`config.mk`:
```
export PLATFORM = sky130hd
export DESIGN_NAME = ps2_key_decoder
export DESIGN_NICKNAME = d
export VERILOG_FILES = /design/src/rtl/ps2_pkg.sv /design/src/rtl/ps2_frame_rx.sv /design/src/rtl/ps2_key_decoder.sv
export SDC_FILE = /design/constraint.sdc
export NUM_CORES = 1
export LEC_CHECK = 0
export ABC_CLOCK_PERIOD_IN_PS = 5600
export BUFFER_PORTS_ARGS = -buffer_cell sky130_fd_sc_hd__buf_2
export CAP_MARGIN = 20
export CORE_MARGIN = 2
export CORE_UTILIZATION = 60
export DETAILED_ROUTE_END_ITERATION = 8
export MAX_ROUTING_LAYER = met4
export PLACE_DENSITY = 0.8
export SYNTH_ARGS = -nofsm -noshare
export SYNTH_HDL_FRONTEND = slang
export SYNTH_HIERARCHICAL = 1
export SYNTH_SLANG_ARGS = --single-unit
```
`constraint.sdc`:
```
create_clock -name clk -period 5.6 [get_ports clk]
set_clock_uncertainty 0.15 [all_clocks]
set_input_delay 0 -clock clk [delete_from_list [all_inputs] [get_ports clk]]
set_output_delay 0 -clock clk [all_outputs]
set_load 0.05 [all_outputs]
```
`src/rtl/ps2_pkg.sv`:
```
// Shared constants and types for the PS/2 keyboard receive path.
// Holds the scan-code set 2 prefix bytes, the arrow codes and the frame FSM encoding.
package ps2_pkg;

    localparam logic [7:0] PS2_PREFIX_EXT   = 8'hE0;
    localparam logic [7:0] PS2_PREFIX_BREAK = 8'hF0;
    localparam logic [7:0] PS2_PREFIX_PAUSE = 8'hE1;

    localparam logic [7:0] KEY_LEFT  = 8'h6B;
    localparam logic [7:0] KEY_RIGHT = 8'h74;
    localparam logic [7:0] KEY_UP    = 8'h75;
    localparam logic [7:0] KEY_DOWN  = 8'h72;

    typedef enum logic [1:0] {
        RX_IDLE   = 2'd0,
        RX_DATA   = 2'd1,
        RX_PARITY = 2'd2,
        RX_STOP   = 2'd3
    } rx_state_t;

    // Odd parity: data byte plus parity bit must contain an odd number of ones.
    function automatic logic odd_parity_ok(input logic [7:0] data, input logic parity);
        return ^{data, parity};
    endfunction

endpackage

```
`src/rtl/ps2_frame_rx.sv`:
```
// PS/2 line receiver: synchronises the pins, detects ps2_clk falling edges and
// deframes 11-bit frames into bytes, with a watchdog for stalled frames.
module ps2_frame_rx
    import ps2_pkg::*;
#(
    parameter logic [16:0] TIMEOUT_CYCLES = 17'd100_000
) (
    input  logic       clk,
    input  logic       resetn,
    input  logic       ps2_clk,
    input  logic       ps2_dat,
    output logic [7:0] byte_data,
    output logic       byte_valid,
    output logic       frame_err,
    output rx_state_t  state
);

    logic        clk_meta, clk_sync, clk_prev;
    logic        dat_meta, dat_sync;
    logic        fall, dat_bit;
    logic [7:0]  shift;
    logic        parity_bit;
    logic [2:0]  bit_cnt;
    logic [16:0] wdog;
    logic        timeout, frame_ok;

    // Edge register: fall and dat_bit are aligned, three clk cycles behind the pins.
    always_ff @(posedge clk or negedge resetn) begin
        if (!resetn) begin
            clk_meta <= 1'b1;
            clk_sync <= 1'b1;
            clk_prev <= 1'b1;
            dat_meta <= 1'b1;
            dat_sync <= 1'b1;
            fall     <= 1'b0;
            dat_bit  <= 1'b1;
        end else begin
            clk_meta <= ps2_clk;
            clk_sync <= clk_meta;
            clk_prev <= clk_sync;
            dat_meta <= ps2_dat;
            dat_sync <= dat_meta;
            fall     <= clk_prev & ~clk_sync;
            dat_bit  <= dat_sync;
        end
    end

    assign timeout    = (state != RX_IDLE) && (wdog == TIMEOUT_CYCLES - 17'd1);
    assign frame_ok   = dat_bit && odd_parity_ok(shift, parity_bit);
    assign byte_data  = shift;
    assign byte_valid = fall && (state == RX_STOP) && frame_ok;
    // A real edge always takes priority over a timeout landing in the same cycle.
    assign frame_err  = (fall && (state == RX_STOP) && !frame_ok) || (!fall && timeout);

    always_ff @(posedge clk or negedge resetn) begin
        if (!resetn) begin
            state      <= RX_IDLE;
            shift      <= 8'h00;
            parity_bit <= 1'b0;
            bit_cnt    <= 3'd0;
            wdog       <= 17'd0;
        end else begin
            if (fall || state == RX_IDLE) wdog <= 17'd0;
            else                          wdog <= wdog + 17'd1;

            if (fall) begin
                case (state)
                    RX_IDLE: begin
                        if (!dat_bit) begin
                            bit_cnt <= 3'd0;
                            state   <= RX_DATA;
                        end
                    end
                    RX_DATA: begin
                        shift   <= {dat_bit, shift[7:1]};
                        bit_cnt <= bit_cnt + 3'd1;
                        if (bit_cnt == 3'd7) state <= RX_PARITY;
                    end
                    RX_PARITY: begin
                        parity_bit <= dat_bit;
                        state      <= RX_STOP;
                    end
                    RX_STOP: state <= RX_IDLE;
                    default: state <= RX_IDLE;
                endcase
            end else if (timeout) begin
                state <= RX_IDLE;
            end
        end
    end

endmodule

```
`src/rtl/ps2_key_decoder.sv`:
```
// PS/2 keyboard decoder: folds E0/F0 prefixes from the frame receiver into one
// registered key event with a single-cycle key_valid strobe.
module ps2_key_decoder
    import ps2_pkg::*;
#(
    parameter logic [16:0] TIMEOUT_CYCLES = 17'd100_000
) (
    input  logic       clk,
    input  logic       resetn,
    input  logic       ps2_clk,
    input  logic       ps2_dat,
    output logic [7:0] keycode,
    output logic       key_make,
    output logic       key_ext,
    output logic       key_valid,
    output logic       frame_err,
    output rx_state_t  rx_state
);

    logic [7:0] rx_byte;
    logic       rx_valid, rx_err;
    logic       ext_flag, brk_flag;

    ps2_frame_rx #(
        .TIMEOUT_CYCLES(TIMEOUT_CYCLES)
    ) u_frame_rx (
        .clk       (clk),
        .resetn    (resetn),
        .ps2_clk   (ps2_clk),
        .ps2_dat   (ps2_dat),
        .byte_data (rx_byte),
        .byte_valid(rx_valid),
        .frame_err (rx_err),
        .state     (rx_state)
    );

    always_ff @(posedge clk or negedge resetn) begin
        if (!resetn) begin
            keycode   <= 8'h00;
            key_make  <= 1'b0;
            key_ext   <= 1'b0;
            key_valid <= 1'b0;
            frame_err <= 1'b0;
            ext_flag  <= 1'b0;
            brk_flag  <= 1'b0;
        end else begin
            key_valid <= 1'b0;
            frame_err <= 1'b0;
            if (rx_err) begin
                // A broken frame may have been a prefix or the key itself; drop the whole sequence.
                frame_err <= 1'b1;
                ext_flag  <= 1'b0;
                brk_flag  <= 1'b0;
            end else if (rx_valid) begin
                case (rx_byte)
                    PS2_PREFIX_EXT:   ext_flag <= 1'b1;
                    PS2_PREFIX_BREAK: brk_flag <= 1'b1;
                    PS2_PREFIX_PAUSE: begin
                        ext_flag <= 1'b0;
                        brk_flag <= 1'b0;
                    end
                    default: begin
                        keycode   <= rx_byte;
                        key_make  <= !brk_flag;
                        key_ext   <= ext_flag;
                        key_valid <= 1'b1;
                        ext_flag  <= 1'b0;
                        brk_flag  <= 1'b0;
                    end
                endcase
            end
        end
    end

endmodule

```
==> summary.md <==
| Metric | Value |
|---|---|
| Outcome | completed |
| Starting Density | 0.614 |
| CP arrival | around 3 ns |
| Worst slew pin tran | ~0.62 ns |
| Crit. End Element | flop |
| Pin count of the biggest net entering global routing | between 50 and 60 |
| Synth Register Bits | 52 |
| RR Endpoint | keycode[0]$_DFFE_PN0P_ |
| WL final | 3.90 mm |
| Syn avg cell area | ~12 sq um |
| Post-synth EDFFs | 0 |
| Initial DRT Pass Iterations | 5 |
| Maximum clock frequency | approximately 330 MHz |
| RSZ-0062 raised after global routing | no |
| Min-delay worst type | primary input to async pin |
| Post-synth ARST share | 1.00 |
| Nets | ~240 |
| Clock buffer depth | 2 |
| Peak VDD IR | about 0.28 mV |
| Pins Over Slew Limit | 0 |
| Most frequent cells in the layout | dfrtp_1, nor2_1, nand2_1 |
| RD Place Congestion | 0.811 |
| Number of synthesis warnings | 6 |
| IO buf count | 17 |
| Register area share after synthesis | 0.544 |
| GRT Overall Usage | 0.201 |
| Total gr overflow | 0 |
| Final Cell Area | 2660 sq um |
| DIE AREA | 4530 sq um |
| CTS root buf | clkbuf_8 |
| Commonest non-fill, non-tap cell in the layout | dfrtp_1 |
| Gates resized, CTS repair | 0 |
| Clock slew at reported path FFs | roughly 0.090 ns |
| First-pass GRT wire length | approximately 6.7 mm |
| Final Util | 0.679 |
| Combinational share of power | 0.265 |
| Placed cell areas | between 2000 and 3000 sq um |
| Worst skew pair latency | roughly 0.30 ns |
| Core area | roughly 4000 sq um |
| Reg-to-Reg Start | u_frame_rx/state[0]$_DFFE_PN0P_ |
| DRT antenna net count | 0 |
| Initial antenna violation count | 0 |
| LEAKAGE | between 1 and 1.5 nW |
| Drc violations | 0 |
| TritonCTS clock tree | done |
| FF-to-FF path depth | 10 |
| Clk network pwr share | 0.256 |
| Post-synthesis instance total | about 210 |
| Via count | between 1500 and 2000 |
| Post-synthesis cell type count | 42 |
| Top Ports | 18 |
| Final period utilization | 0.543 |
| Crit-path max FO | 19 |
| Power per cell area | ~360 nW/um^2 |
| Antenna diode count | 0 |
| Crit path time final | ~3.0 ns |
| Slew margin rel. | 0.585 |
| Int Power | 651 uW |
| Syn-to-layout area delta | 10.5% |
| Switch Pwr | between 300 and 400 uW |
| Vias/cell | between 5 and 6 |
| Fillers | 296 |
| Flop pwr share | 0.479 |
| Layout cell share with drive strength beyond 1 | 0.223 |
| Final hold vios | 0 |
| Synth Flop Type | dfrtp_1 |
| Setup violators final | 0 |
| Critical path class | flop to flop |
| Chip width | slightly below 70 microns |
| Initial DRC count | 118 |
| DR WL/cell | about 14 microns |
| Syn nets | around 220 |
| HPWL Detailed | ~2.7 mm |
| Switching part of the total | 0.323 |
| Worst EP required | 5.64 ns |
| # rows | 23 |
| Critical Path Start Type | flop |
| H-tree depth | 2 |
| CTS Buf Count | 5 |
| Setup TNS | 0 ns |
| Number of max-cap violations | 0 |
| Vias in the first global route | 1445 |
| Clk sinks | between 50 and 60 |
| Post-synthesis cell area | 2400 sq um |
| Die Height | 67.3 microns |
| FF-to-FF setup slack | 2.56 ns |
-- power groups by stage --
stage,Clock (mW),Combinational [mW],Sequential [mW]
after floorplan,0,0.174,0.498
after global placement,0,0.247,0.466
after detailed placement,0,0.252,0.469
after CTS,0.253,0.255,0.461
after global routing,0.267,0.283,0.466
final,0.246,0.255,0.461
-- routing by layer --
layer	global-route usage	wire (microns)	up-vias
met3	0.0500	144	0
met5	-	0	-
met4	0.0485	0	0
li1	-	-	759
met2	0.323	1990	31
met1	0.258	1770	782
-- worst max-delay path, stage by stage, from the launching register on --
cell and delay [ns]:
dfrtp_1 0.42, inv_1 0.11, ha_1 0.22, or2_1 0.51, nor2_1 0.12, nand3_1 0.11
nor4_1 0.05, a31o_1 0.24, nand2b_1 0.28, a31oi_4 0.35, mux2_2 0.38
-- worst max-delay path by stage --
stage / startpoint / to / slack, ns / cells past startpoint
2_1_floorplan: u_frame_rx/state[0]$_DFFE_PN0P_ / keycode[4]$_DFFE_PN0P_ / 2.81 / 12
6_report: u_frame_rx/state[0]$_DFFE_PN0P_ / keycode[0]$_DFFE_PN0P_ / 2.56 / 10
3_3_place_gp: u_frame_rx/state[0]$_DFFE_PN0P_ / keycode[0]$_DFFE_PN0P_ / 2.66 / 10
5_1_grt: u_frame_rx/state[0]$_DFFE_PN0P_ / keycode[2]$_DFFE_PN0P_ / 2.27 / 10
3_5_place_dp: u_frame_rx/state[0]$_DFFE_PN0P_ / keycode[0]$_DFFE_PN0P_ / 2.56 / 10
4_1_cts: u_frame_rx/state[0]$_DFFE_PN0P_ / keycode[0]$_DFFE_PN0P_ / 2.55 / 10
-- layout make-up --
class | count | area, sq um | area share
Clock buffer | 6 | 72.6 | 0.0273
Clock inverter | 2 | 35.0 | 0.0132
Inverter | 7 | 26.3 | 0.00989
Multi-Input combinational cell | 141 | 1030 | 0.387
Sequential cell | 52 | 1310 | 0.493
Tap cell | 50 | 62.6 | 0.0236
Timing Repair Buffer | 21 | 123 | 0.0462
-- registers in the layout (all words and copies together) (netlist names), 2 cells and up --
name / count
u_frame_rx/wdog: 17
keycode: 8
u_frame_rx/byte_data: 8
u_frame_rx/bit_cnt: 3
u_frame_rx/state: 2
-- metrics by stage --
| step | setup WS [ns] | power (mW) | hold WS, ns | std cells |
|---|---|---|---|---|
| after floorplan | 2.81 | 0.673 | -0.446 | 206 |
| after global placement | 2.66 | 0.713 | -0.0443 | 268 |
| after detailed placement | 2.56 | 0.721 | -0.0438 | 268 |
| after CTS | 2.55 | 0.970 | 0.176 | 279 |
| after global routing | 2.27 | 1.02 | 0.183 | 279 |
| final | 2.56 | 0.962 | 0.172 | 279 |
-- Yosys cell counts, types with 3 or more instances --
cell type | number | area (sq um)
a31oi_1 | 3 | 18.8
a32o_1 | 4 | 40.0
buf_2 | 3 | 15.0
dfrtp_1 | 46 | 1150
dfstp_2 | 6 | 158
ha_1 | 7 | 87.6
inv_1 | 7 | 26.3
mux2_2 | 14 | 158
nand2_1 | 18 | 67.6
nand3_1 | 7 | 35.0
nand4_1 | 3 | 18.8
nor2_1 | 22 | 82.6
nor3_1 | 4 | 20.0
nor4_1 | 3 | 18.8
o21ai_0 | 4 | 20.0
o22a_1 | 3 | 26.3
or3_1 | 3 | 18.8
xnor2_1 | 9 | 78.8
xor2_1 | 10 | 87.6
-- cells by family after synthesis --
group,Yosys count,share of synthesized area
buf+inv,13,0.0281
xor+xnor,20,0.0786
compound gates,24,0.0801
fa+ha+maj,7,0.0364
simple gates,73,0.152
flops,52,0.544
mux,17,0.0801
-- timing repair --
item | CTS | global route
buffers inserted | 0 | 0
hold buffers | 3 | 0
hold endpoints to repair | 48 | 0
Power figures use the tool's default switching activity.
